File: config.mk
export PLATFORM = sky130hd
export DESIGN_NAME = interval_meter
export DESIGN_NICKNAME = d
export VERILOG_FILES = /design/src/rtl/interval_meter_pkg.sv /design/src/rtl/interval_meter.sv
export SDC_FILE = /design/constraint.sdc
export NUM_CORES = 1
export LEC_CHECK = 0
export CAP_MARGIN = 20
export CELL_PAD_IN_SITES_DETAIL_PLACEMENT = 0
export CELL_PAD_IN_SITES_GLOBAL_PLACEMENT = 1
export CORE_MARGIN = 1
export CORE_UTILIZATION = 40
export DETAILED_ROUTE_END_ITERATION = 16
export GPL_TIMING_DRIVEN = 0
export PLACE_DENSITY = 0.81
export SYNTH_ARGS = -nofsm -noshare
export SYNTH_HDL_FRONTEND = slang
export SYNTH_SLANG_ARGS = --single-unit
File: constraint.sdc
create_clock -name clk -period 2.8 [get_ports clk]
set_input_delay 0.42 -clock clk [delete_from_list [all_inputs] [get_ports clk]]
set_output_delay 0.42 -clock clk [all_outputs]
set_load 0.03 [all_outputs]
File: src/rtl/interval_meter_pkg.sv
// Shared types and constants for the interval meter.
package interval_meter_pkg;

  localparam int unsigned IM_DEFAULT_W = 32;

  typedef enum logic [1:0] {
    IDLE = 2'd0,
    RUN  = 2'd1,
    DONE = 2'd2
  } state_e;

endpackage

File: src/rtl/interval_meter.sv
// Measures the edge distance from start to stop and presents it as a valid/ready result.
// Optional INTERVAL_METER_ABORT_EN adds an abort input that returns RUN/DONE to IDLE.
module interval_meter
  import interval_meter_pkg::*;
#(
  parameter int unsigned W = IM_DEFAULT_W
) (
  input  logic         clk,
  input  logic         rst,
  input  logic         start,
  input  logic         stop,
`ifdef INTERVAL_METER_ABORT_EN
  input  logic         abort,
`endif
  output logic         busy,
  output logic         meas_valid,
  input  logic         meas_ready,
  output logic [W-1:0] meas_cnt,
  output logic         meas_ovf
);

  localparam logic [W-1:0] CNT_MAX = '1;

  state_e         state_q, state_d;
  logic [W-1:0]   acc_q, acc_d;
  logic [W-1:0]   cnt_q, cnt_d;
  logic           ovf_q, ovf_d;
  logic           busy_q, busy_d;
  logic           valid_q, valid_d;

  logic [W-1:0]   acc_inc;
  logic           acc_hit;

  // Saturating increment; hit means acc+1 has reached the limit.
  assign acc_inc = (acc_q == CNT_MAX) ? CNT_MAX : acc_q + W'(1);
  assign acc_hit = (acc_q >= CNT_MAX - W'(1));

  always_ff @(posedge clk or negedge rst) begin
    if (!rst) begin
      state_q <= IDLE;
      acc_q   <= '0;
      cnt_q   <= '0;
      ovf_q   <= 1'b0;
      busy_q  <= 1'b0;
      valid_q <= 1'b0;
    end else begin
      state_q <= state_d;
      acc_q   <= acc_d;
      cnt_q   <= cnt_d;
      ovf_q   <= ovf_d;
      busy_q  <= busy_d;
      valid_q <= valid_d;
    end
  end

  always_comb begin
    state_d = state_q;
    acc_d   = acc_q;
    cnt_d   = cnt_q;
    ovf_d   = ovf_q;

    case (state_q)
      IDLE: begin
        if (start) begin
          acc_d   = '0;
          state_d = RUN;
        end
      end
      RUN: begin
        if (stop) begin
          cnt_d   = acc_inc;
          ovf_d   = acc_hit;
          state_d = DONE;
        end else begin
          acc_d   = acc_inc;
        end
      end
      DONE: begin
        // A start on the transfer edge chains straight into the next measurement.
        if (meas_ready) begin
          if (start) begin
            acc_d   = '0;
            state_d = RUN;
          end else begin
            state_d = IDLE;
          end
        end
      end
      default: state_d = IDLE;
    endcase

`ifdef INTERVAL_METER_ABORT_EN
    if (abort && (state_q != IDLE)) begin
      state_d = IDLE;
      acc_d   = acc_q;
      cnt_d   = cnt_q;
      ovf_d   = ovf_q;
    end
`endif

    busy_d  = (state_d == RUN);
    valid_d = (state_d == DONE);
  end

  assign busy       = busy_q;
  assign meas_valid = valid_q;
  assign meas_cnt   = cnt_q;
  assign meas_ovf   = ovf_q;

endmodule

==> results of run 1 <==
-- sequential cells by signal, indices dropped and copies added (netlist names) --
| name | cells |
|---|---|
| busy | 1 |
| acc_q | 32 |
| state_q | 2 |
| meas_valid | 1 |
| meas_ovf | 1 |
| meas_cnt | 32 |
-- stage by stage --
stage,total power [W],std cells,area [sq um],util
2_1_floorplan,0.002327,399,3647,-
3_5_place_dp,0.002991,547,4190,0.4782
6_report,0.003982,562,4437,0.5063
5_1_grt,0.004187,562,4437,0.5063
3_3_place_gp,0.002959,546,4173,0.4762
4_1_cts,0.004004,562,4437,0.5063
-- kinds of logic (layout without fill, tap and decap cells) --
group           Yosys count  after routing  synth area share
fa+ha+maj                 2              2          0.006860
buf+inv                  38             93           0.04905
xor+xnor                 22             22           0.05283
compound gates          132            132            0.2172
flops                    69             69            0.4734
simple gates            135            135            0.1976
mux                       1              1          0.003087
-- Yosys cell counts, types with 3 or more instances --
cell type                    n  area, sq um
sky130_fd_sc_hd__or3_1       3        18.77
sky130_fd_sc_hd__a21o_1      9        67.56
sky130_fd_sc_hd__nand3_1    14        70.07
sky130_fd_sc_hd__nand4_1    10        62.56
sky130_fd_sc_hd__and2_1      3        18.77
sky130_fd_sc_hd__o21a_1      3        22.52
sky130_fd_sc_hd__nor2_1     47        176.4
sky130_fd_sc_hd__a21oi_1    31        155.2
sky130_fd_sc_hd__buf_2       5        25.02
sky130_fd_sc_hd__xor2_1     11        96.34
sky130_fd_sc_hd__xnor2_1    11        96.34
sky130_fd_sc_hd__a31oi_1    21        131.4
sky130_fd_sc_hd__o21ai_0    45        225.2
sky130_fd_sc_hd__dfrtp_1    69         1727
sky130_fd_sc_hd__nor3_1      9        45.04
sky130_fd_sc_hd__a22o_1     10        87.58
sky130_fd_sc_hd__o31ai_1     3        22.52
sky130_fd_sc_hd__o2bb2ai_1   4        35.03
sky130_fd_sc_hd__and3_1      6        37.54
sky130_fd_sc_hd__clkbuf_1   15        56.30
sky130_fd_sc_hd__buf_6       3        33.78
sky130_fd_sc_hd__nand2_1    22        82.58
sky130_fd_sc_hd__inv_1      13        48.80
-- layout make-up --
class | count | area (sq um) | area share
sequential | 69 | 1727 | 0.3892
timing repair buffer | 40 | 407.9 | 0.09193
clock buffer | 11 | 151.4 | 0.03412
buffer | 25 | 130.1 | 0.02933
inverter | 13 | 48.80 | 0.01100
tap | 108 | 135.1 | 0.03046
clock inverter | 4 | 95.09 | 0.02143
multi-input combinational | 292 | 1742 | 0.3926
-- path summary, 6_finish.rpt --
path / start / end / slack (ns) / cells past startpoint
worst min-delay path: rst / acc_q[29]$_DFFE_PN0P_ / 0.0009 / 1
max in group asynchronous: rst / meas_cnt[1]$_DFFE_PN0P_ / 2.25 / 2
min in group clk: meas_cnt[24]$_DFFE_PN0P_ / meas_cnt[24]$_DFFE_PN0P_ / 0.47 / 2
worst min register to register: meas_cnt[24]$_DFFE_PN0P_ / meas_cnt[24]$_DFFE_PN0P_ / 0.47 / 2
worst max register to register: acc_q[1]$_DFFE_PN0P_ / acc_q[19]$_DFFE_PN0P_ / 0.19 / 9
worst max-delay path: acc_q[1]$_DFFE_PN0P_ / acc_q[19]$_DFFE_PN0P_ / 0.19 / 9
-- power by group through the flow --
stage / clock (W) / combinational, W / sequential (W)
floorplan: 0 / 0.000504 / 0.00182
global placement: 0 / 0.00157 / 0.00139
detailed placement: 0 / 0.00159 / 0.00140
CTS: 0.00102 / 0.00160 / 0.00138
global route: 0.00106 / 0.00170 / 0.00142
finish: 0.00102 / 0.00159 / 0.00137
-- routing by layer --
layer	share of wire	wire (microns)	GRT usage
met2	0.44	4445	0.3319
met5	0	0	0
met4	0.019	195	0.08371
met3	0.050	506	0.02806
met1	0.49	4874	0.3233
-- critical path: stages, from the launching register on --
cell	delay, ns
sky130_fd_sc_hd__dfrtp_1	0.42
sky130_fd_sc_hd__ha_1	0.17
sky130_fd_sc_hd__buf_4	0.16
sky130_fd_sc_hd__nand4_2	0.22
sky130_fd_sc_hd__nor4_4	0.54
sky130_fd_sc_hd__and2_1	0.19
sky130_fd_sc_hd__buf_2	0.27
sky130_fd_sc_hd__buf_2	0.33
sky130_fd_sc_hd__a21oi_1	0.07
sky130_fd_sc_hd__o2bb2ai_1	0.16
==> results.json, run 1 <==
{
  "outcome": "finished, final reports clean",
  "post_drt_wl_per_cell_microns": 17.83,
  "cts-root-to-sink-buffers": 2,
  "mappedNetlistArea_sq_mm": 0.003647,
  "max-slew-margin-rel": 0.4100,
  "port_buffers": 39,
  "place_congestion": 0.8731,
  "worstHoldPathType": "in2async",
  "first_global_vias": 3072,
  "clock_sink_count": 69,
  "holdBufCountCts": 0,
  "mostFrequentLayoutCells": "sky130_fd_sc_hd__dfrtp_1, sky130_fd_sc_hd__nor2_1, sky130_fd_sc_hd__o21ai_0",
  "min_period_over_period": 0.9334,
  "synth-edff-count": 0,
  "post-cts-setup-buffer-count": 0,
  "worst_skew_pair.late_latency_ns": 0.35,
  "fp.dieW_microns": 97.49,
  "grt_pass1_wl_microns": 16460,
  "layout_setup_ws_ns": 0.1864,
  "route.antenna.remaining_nets": 0,
  "initial_utilization": 0.4162,
  "nNetsFinal": 457,
  "totalWireLength_microns": 10020,
  "coreArea_sq_mm": 0.008763,
  "synth.yosys.warnings": 0,
  "drt_first_pass_iters": 5,
  "main_flop_type_after_synthesis": "sky130_fd_sc_hd__dfrtp_1",
  "synth.distinct_cells": 49,
  "timing.final.max_slew_violations": 0,
  "worst_clock_skew_ns": 0.008975,
  "finalSetupViolCount": 0,
  "grt_setup_unrepaired": "false",
  "dieArea_sq_mm": 0.009504,
  "net-switching-power_w": 0.001496,
  "power.clock.fraction": 0.256,
  "required_ns": 3.06,
  "resized_gates_after_cts": 0,
  "synth.avg_cell_area_sq_um": 9.141,
  "maxCapViolations": 0,
  "n_fill_cell": 858,
  "synth_seq_area_share": 0.4734,
  "pwr-share-comb": 0.399,
  "place_worst_setup_slack_ns": 0.2240,
  "postSynthRegisterBits": 69,
  "total_nets_after_synthesis": 406,
  "number_of_i_o_pins": 40,
  "timing.critical_path.fanout_max": 10,
  "power.switching_fraction": 0.3757,
  "report.final.hold_viol_count": 0,
  "intPower_w": 0.002486,
  "worstMarginPinSlew_ns": 0.8782,
  "synth_async_sr_flop_share": 1.000,
  "dpl.hpwl_microns": 6854,
  "worst_hold_slack_ns": 0.0009270,
  "std_cell_rows": 34,
  "die_h_microns": 97.49,
  "endpoint_kind": "register",
  "layout_min_cycle_time_ns": 2.614,
  "via_per_inst": 5.781,
  "grt_remaining_overflow": 0,
  "ctsRootBufferMaster": "sky130_fd_sc_hd__clkbuf_8",
  "worst_setup_hold_path_clk_slew_ns": 0.07,
  "drive_gt1_frac": 0.09031,
  "antenna_violations_before_repair": 0,
  "diodes": 0,
  "criticalPathCategory": "reg2reg",
  "htree_levels": 3,
  "ir_worst_vdd_uv": 286.1,
  "route.vias.total": 3249,
  "numCtsBuffers": 9,
  "grt_max_degree": 40,
  "cts_tree": "done",
  "timing.critical_path.arrival_ns": 2.88,
  "initialDrtViolationCount": 244,
  "synthesis.instances": 399,
  "power.share.sequential": 0.345,
  "achievable-frequency_mhz": 382.6,
  "globalRouteTotalUtil": 0.2206,
  "pwr_density_cell_mw_per_mm2": 897.5,
  "leakage_power_of_the_design_nw": 1.866,
  "most_common_library_cell_in_the_layout_ignoring_fill_and_taps": "sky130_fd_sc_hd__dfrtp_1",
  "syn2layout_area_growth_pct": 21.65,
  "tns_ns": 0,
  "critPathLaunchType": "register",
  "drt_drc_violations_left": 0
}
Note: power is estimated with default switching activity, not from simulation.
==> run 2, diff against run 1 <==
--- a/config.mk
+++ b/config.mk
@@ -5,6 +5,7 @@
 export SDC_FILE = /design/constraint.sdc
 export NUM_CORES = 1
 export LEC_CHECK = 0
+export ABC_CLOCK_PERIOD_IN_PS = 2800
 export CAP_MARGIN = 20
 export CELL_PAD_IN_SITES_DETAIL_PLACEMENT = 0
 export CELL_PAD_IN_SITES_GLOBAL_PLACEMENT = 1
==> results of run 2 <==
Same layout as run 1: the final DEF is identical, and so are final timing and power.
